==> config.mk <==
export PLATFORM = sky130hd
export DESIGN_NAME = pcpi_result_serializer_flat
export DESIGN_NICKNAME = d
export VERILOG_FILES = /design/src/rtl/pcpi_result_serializer_if.sv /design/src/rtl/pcpi_result_serializer.sv /design/src/flat_wrapper.sv
export SDC_FILE = /design/constraint.sdc
export NUM_CORES = 1
export LEC_CHECK = 0
export CAP_MARGIN = 5
export CORE_ASPECT_RATIO = 1.1
export CORE_MARGIN = 5
export CORE_UTILIZATION = 24
export CTS_CLUSTER_DIAMETER = 120
export DETAILED_ROUTE_END_ITERATION = 16
export GPL_TIMING_DRIVEN = 0
export MAX_ROUTING_LAYER = met4
export PLACE_DENSITY_LB_ADDON = 0.12
export SLEW_MARGIN = 10
export SYNTH_ARGS = -nofsm -noshare
export SYNTH_HDL_FRONTEND = slang
export SYNTH_SLANG_ARGS = --single-unit
==> constraint.sdc <==
create_clock -name clk -period 1.7 [get_ports clk]
set_input_delay 0.34 -clock clk [delete_from_list [all_inputs] [get_ports clk]]
set_output_delay 0.34 -clock clk [all_outputs]
set_load 0.03 [all_outputs]
==> src/rtl/pcpi_result_serializer_if.sv <==
// pcpi_result_serializer_if: coprocessor result and host nibble-pin bundle
interface pcpi_result_serializer_if #(parameter int DATA_W = 32);
  logic              pcpi_ready;
  logic              pcpi_wr;
  logic [DATA_W-1:0] pcpi_rd;
  logic              nib_ack;
  logic [3:0]        nib_out;
  logic              nib_valid;
  logic              busy;
  logic              done;
  logic              overflow;
  modport master (
    output pcpi_ready, pcpi_wr, pcpi_rd, nib_ack,
    input  nib_out, nib_valid, busy, done, overflow
  );
  modport slave (
    input  pcpi_ready, pcpi_wr, pcpi_rd, nib_ack,
    output nib_out, nib_valid, busy, done, overflow
  );
endinterface

==> src/rtl/pcpi_result_serializer.sv <==
// pcpi_result_serializer: streams a captured PCPI result LSB nibble first over an acked 4-bit pin bus; RESULT_PARITY_EN appends an XOR parity nibble
module pcpi_result_serializer #(
  parameter int DATA_W = 32
) (
  input logic clk,
  input logic rst,
  pcpi_result_serializer_if.slave bus
);
  localparam int NIBBLES = DATA_W / 4;
  localparam int CNT_W   = $clog2(NIBBLES + 1);
`ifdef RESULT_PARITY_EN
  localparam int SH_W = DATA_W + 4;
  localparam int LAST = NIBBLES;
`else
  localparam int SH_W = DATA_W;
  localparam int LAST = NIBBLES - 1;
`endif
  typedef enum logic {IDLE, SEND} state_t;
  state_t           state, state_nxt;
  logic [SH_W-1:0]  shreg, load_word;
  logic [CNT_W-1:0] cnt;
  logic             s1, s2, s3;
  logic             done_q, ovf_q;
  logic             capture, ack_rise, last_ack;
  assign capture  = bus.pcpi_ready & bus.pcpi_wr;
  assign ack_rise = s2 & ~s3;
  assign last_ack = (state == SEND) && ack_rise && (cnt == CNT_W'(LAST));
`ifdef RESULT_PARITY_EN
  logic [3:0] par;
  // parity nibble rides above the data so plain right shifts expose it last
  always_comb begin
    par = '0;
    for (int i = 0; i < NIBBLES; i++) par ^= bus.pcpi_rd[i*4 +: 4];
  end
  assign load_word = {par, bus.pcpi_rd};
`else
  assign load_word = bus.pcpi_rd;
`endif
  // ack synchronizer plus history flop for edge detection
  always_ff @(posedge clk) begin
    if (rst) {s1, s2, s3} <= 3'b000;
    else     {s1, s2, s3} <= {bus.nib_ack, s1, s2};
  end
  // state register
  always_ff @(posedge clk) begin
    if (rst) state <= IDLE;
    else     state <= state_nxt;
  end
  // next state: a capture starts a stream, the final ack ends it
  always_comb begin
    state_nxt = (state == IDLE) ? (capture ? SEND : IDLE) : (last_ack ? IDLE : SEND);
  end
  // shift register and nibble index; captures during SEND never reload
  always_ff @(posedge clk) begin
    if (rst) begin
      shreg <= '0;
      cnt   <= '0;
    end else if (state == IDLE && capture) begin
      shreg <= load_word;
      cnt   <= '0;
    end else if (state == SEND && ack_rise && !last_ack) begin
      shreg <= shreg >> 4;
      cnt   <= cnt + CNT_W'(1);
    end
  end
  // done pulse and sticky overflow, which a fresh accepted capture clears
  always_ff @(posedge clk) begin
    if (rst) begin
      done_q <= 1'b0;
      ovf_q  <= 1'b0;
    end else begin
      done_q <= last_ack;
      ovf_q  <= capture ? (state == SEND) : ovf_q;
    end
  end
  // outputs; nib_out reads zero whenever nothing is being offered
  always_comb begin
    bus.nib_valid = (state == SEND);
    bus.busy      = (state == SEND);
    bus.nib_out   = (state == SEND) ? shreg[3:0] : 4'h0;
    bus.done      = done_q;
    bus.overflow  = ovf_q;
  end
endmodule

==> src/flat_wrapper.sv <==
// flat-port wrapper written by rule: the top's interface ports become plain ports
module pcpi_result_serializer_flat 
#(
  parameter int DATA_W = 32
)
  (clk, rst, bus_pcpi_ready, bus_pcpi_wr, bus_pcpi_rd, bus_nib_ack, bus_nib_out, bus_nib_valid, bus_busy, bus_done, bus_overflow);
  pcpi_result_serializer_if #(.DATA_W(DATA_W)) bus_i ();
  input logic clk;
  input logic rst;
  input wire logic [$bits(bus_i.pcpi_ready)-1:0] bus_pcpi_ready;
  input wire logic [$bits(bus_i.pcpi_wr)-1:0] bus_pcpi_wr;
  input wire logic [$bits(bus_i.pcpi_rd)-1:0] bus_pcpi_rd;
  input wire logic [$bits(bus_i.nib_ack)-1:0] bus_nib_ack;
  output wire logic [$bits(bus_i.nib_out)-1:0] bus_nib_out;
  output wire logic [$bits(bus_i.nib_valid)-1:0] bus_nib_valid;
  output wire logic [$bits(bus_i.busy)-1:0] bus_busy;
  output wire logic [$bits(bus_i.done)-1:0] bus_done;
  output wire logic [$bits(bus_i.overflow)-1:0] bus_overflow;
  assign bus_i.pcpi_ready = bus_pcpi_ready;
  assign bus_i.pcpi_wr = bus_pcpi_wr;
  assign bus_i.pcpi_rd = bus_pcpi_rd;
  assign bus_i.nib_ack = bus_nib_ack;
  assign bus_nib_out = bus_i.nib_out;
  assign bus_nib_valid = bus_i.nib_valid;
  assign bus_busy = bus_i.busy;
  assign bus_done = bus_i.done;
  assign bus_overflow = bus_i.overflow;
  pcpi_result_serializer #(.DATA_W(DATA_W)) u_core (.clk(clk), .rst(rst), .bus(bus_i));
endmodule
## Word level (Yosys, flattened, before mapping)

Cells that the tools add are included.

| word-level totals | value |
|---|---|
| bits in registers | 42 |
| word-level logic and storage cells | 27 |

| operators by class | value |
|---|---|
| eq/ne operators | 1 |
| bitwise logic cells | 4 |
| mux-type cells | 6 |
| reductions and logical operators | 7 |
| add/sub/neg operators | 1 |

Operator list:

| operator | count |
|---|---|
| $mux 32 | 2 |
| $add 4x1->4 const B | 1 |
| $eq 4x3->1 const B | 1 |
| $logic_and 1x1->1 | 4 |
| $mux 4 | 1 |
| $mux 1 | 3 |
| $and 1x1->1 | 2 |
| $not 1->1 | 2 |
| $reduce_bool 2->1 | 1 |
| $reduce_or 2->1 | 1 |
| $logic_not 1->1 | 1 |

## Depth between registers and ports, before layout

Gate-level depths: netlist of run 1.

| depth | value |
|---|---|
| word-level depth | 8 |
| gate-level depth with buffers | 6 |
| gate-level depth less buffers | 4 |

## Least setup slack after synthesis of run 1

OpenSTA, ideal clock, no wires.

| timing | value |
|---|---|
| kind | reg2reg |
| start point | reg u_core.cnt[0] |
| end point | reg u_core.cnt[3] |
| stages on the path, launching flop included | 6 |
| arrival time | 1413 ps |
| path slack | 217 ps |
| path buffers | 1 |
| data required time | 1630 ps |
| period minus slack after synthesis | 1483 ps |
| path through | dfxtp_1 -> ha_1 -> and3b_1 -> buf_6 -> or4_1 -> a21oi_1 |

| between the ends | value |
|---|---|
| longest elaborated chain between the ends | 4 |
| elaborated cells on any way between the ends | 5 |

Ends and longest elaborated chain:

| element | RTL line | source |
|---|---|---|
| start, declared | pcpi_result_serializer.sv:21 | `logic [CNT_W-1:0] cnt;` |
| start signal, assigned | pcpi_result_serializer.sv:63 | `cnt <= cnt + CNT_W'(1);` |
| branches (longest 4 deep; another with $add 4x1->4) | -- |  |

Several ways; the timed one is not identified.
A chain may end at the register's enable or synchronous reset.

## Worst setup path after layout of run 1

| timing | value |
|---|---|
| start point | reg u_core.state (netlist: u_core.bus.busy) |
| end point | out bus_nib_valid |

RTL lines:

| element | RTL line | source |
|---|---|---|
| start, declared | pcpi_result_serializer.sv:19 | `state_t state, state_nxt;` |
| start signal, assigned | pcpi_result_serializer.sv:47 | `else state <= state_nxt;` |
| end, declared | flat_wrapper.sv:15 | `output wire logic [$bits(bus_i.nib_valid)-1:0] bus_nib_valid;` |

No word-level cell between the ends.

==> reports/metrics.csv, run 1 <==
metric,value,unit
run status,"complete, no violations",
Post-Synthesis Cell Area,0.00187,sq mm
Synth warnings,0,
Post-DRT Antenna Nets,0,
min Tclk post-route,1.61,ns
Ports,45,
setup ws final,0.0854,ns
"Clk Latency, worst-skew pair",0.29,ns
MaxCap Viol Count,0,
fillers,837,
Die ar.,0.00967,sq mm
P_sw,491,uW
first-pass GRT wire length,9.49,mm
Synth cell types,23,
peak supply drop,0.000226,V
Arrival @ worst endpoint,1.27,ns
DR WL/cell,15.5,microns
most frequent cells in the layout,"40 x dfxtp_1, 37 x clkdlybuf4s50_1, 32 x nand3_1",
CTS Buf Count,5,
Clock Skew,0.00514,ns
sequential share of the synthesized area,0.449,
P_leak,0.874,nW
P_int,1.47,mW
largest cells by area after synthesis,"dfxtp_1 45%, a311oi_1 13%, nand3_1 8.6%, o21ai_1 6.4%, nor2_1 5.8%",
layout cells sized above 1,0.119,
CP Launch Type,register,
Core ar.,0.00751,sq mm
DPL Wire Length,4.26,mm
drt first pass iters,4,
Rows,33,
Overflow after GRT,0,
"Data required, critical path",1.36,ns
initial antenna violation count,0,
unrepaired setup endpoints after global routing,no,
power share of the sequential group,0.550,
r2r setup slk,0.13,ns
syn nets,265,
Synth area leader,dfxtp_1,
Area Growth Syn to Fin,35.5,%
pwr dens,772,mW/mm^2
clock slew at reported path FFs,0.08,ns
share of the synthesized area in the top cell type,0.449,
Nets,316,
Routed WL,5.94,mm
CTS H-Tree Depth,2,
via count,1865,
"Setup violations, final",0,
Tcrit/Tclk final,0.950,
Tot Pwr,1.96,mW
Clock power frac,0.313,
number of global-route vias before repair,1841,
critical path class,register to primary output,
port bufs,44,
"commonest non-fill, non-tap cell in the layout",dfxtp_1,
combinational share of power,0.137,
post-DR vias/cell,4.87,
setup_tns,0,ns
crit path max fanout,12,
Post-Syn Area per Cell,8.25,sq um
All-Layer GR Usage,0.132,
Sw Share,0.251,
Final Wtd Congestion,0.744,
Seq cells post-synth,42,
clk root buf,clkbuf_8,
Worst setup EP type,primary output,
DRT iter0 DRCs,88,
hold crit path type,register to register,
Slew HR,0.649,
Diodes inserted,0,
Final Hold Fails,0,
worst slew pin tran,0.526,ns
Die Ht,103,microns
die width,94.2,microns
Remaining DRCs,0,
CTS tree,built,
final slew viol count,0,
Clock Sink Count,42,
Max clock buf depth,2,
Initial Util,0.249,
dpl ws,-0.268,ns
FMAX,0.619,GHz
largest net degree at the start of global routing,13,
post-synthesis cell count,227,
==> cell families (layout without fill, tap and decap cells) <==
kind of cell	after synthesis	in the layout	synth area share
compound gates	74	74	0.259
fa+ha+maj	1	1	0.00668
buf+inv	25	76	0.0641
flops	42	42	0.449
simple gates	85	85	0.221
==> path summary, 6_finish.rpt <==
kind | startpoint | endpoint | cells after the start
setup / recovery | u_core.bus.busy | bus_nib_valid | 2
hold / removal | u_core.s1 | u_core.s2 | 1
setup reg to reg | u_core.cnt[0] | u_core.cnt[3] | 5
hold reg to reg | u_core.s1 | u_core.s2 | 1
==> synthesized netlist by cell type, drive strengths merged <==
cell type and instances:
o21ai 32, a311oi 28, nor2 29, ha 1
o211ai 4, dfxtp 42, a21oi 10, nand3b 3
clkbuf 8, nand3 32, nor2b 3, or3 1
nand2b 1, nor3 2, and3b 3, buf 17
and2 4, or4 1, nand2 6
==> registers in the layout, indices dropped and copies added (netlist names) <==
name / cells
u_core.bus.overflow: 1
u_core.s2: 1
u_core.s3: 1
u_core.shreg: 32
u_core.bus.done: 1
u_core.s1: 1
u_core.cnt: 4
u_core.bus.busy: 1
==> critical path: stages, from the launching register on <==
cell	delay, ns
dfxtp_2	0.45
buf_4	0.14
dlygate4sd2_1	0.38
==> power groups by stage <==
stage          combinational, mW  sequential [mW]  clock, mW
2_1_floorplan              0.131             1.09          0
3_3_place_gp               0.268             1.10          0
3_5_place_dp               0.271             1.10          0
4_1_cts                    0.268             1.08      0.635
5_1_grt                    0.297             1.08      0.680
6_report                   0.269             1.08      0.613
==> metrics by stage <==
stage	cells	area (sq um)	util	hold slack [ns]
floorplan	227	1870	-	0.414
global placement	376	2440	0.325	0.416
detailed placement	376	2440	0.325	0.435
CTS	383	2520	0.335	0.453
global route	383	2540	0.338	0.463
finish	383	2540	0.338	0.453
==> metal layers <==
| layer | GRT usage | up-vias | share of wire |
|---|---|---|---|
| met5 | - | - | 0 |
| met4 | 0.0433 | 0 | 0.015 |
| met3 | 0.0255 | 10 | 0.041 |
| met2 | 0.210 | 33 | 0.47 |
| met1 | 0.168 | 878 | 0.47 |
| li1 | - | 944 | - |
==> repair_timing <==
item | in CTS | in global routing
endpoints found under the setup margin | 21 | 33
cloned | 0 | 0
hold buffers | 0 | 0
resized for setup | 8 | 24
pin swaps | 0 | 1
setup buffers | 0 | 0
==> cell type report <==
cell class,count,area [sq um],area share
buffer,25,136,0.0537
clock buffer,7,76.3,0.0301
multi-input combinational,160,925,0.364
sequential,42,843,0.332
tap,105,131,0.0518
timing repair buffer,44,425,0.168
Power figures use the tool's default switching activity.
==> inputs of run 2 (changes only) <==
--- a/config.mk
+++ b/config.mk
@@ -10,6 +10,7 @@
 export CORE_MARGIN = 5
 export CORE_UTILIZATION = 24
 export CTS_CLUSTER_DIAMETER = 120
+export CTS_CLUSTER_SIZE = 28
 export DETAILED_ROUTE_END_ITERATION = 16
 export GPL_TIMING_DRIVEN = 0
 export MAX_ROUTING_LAYER = met4
==> results of run 2 <==
The final DEF is identical to that of run 1; final timing and power are the same.
==> inputs of run 3 (changes only) <==
--- a/config.mk
+++ b/config.mk
@@ -15,7 +15,7 @@
 export GPL_TIMING_DRIVEN = 0
 export MAX_ROUTING_LAYER = met4
 export PLACE_DENSITY_LB_ADDON = 0.12
-export SLEW_MARGIN = 10
+export SLEW_MARGIN = 20
 export SYNTH_ARGS = -nofsm -noshare
 export SYNTH_HDL_FRONTEND = slang
 export SYNTH_SLANG_ARGS = --single-unit
==> results of run 3 <==
The final DEF is identical to that of run 1; final timing and power are the same.
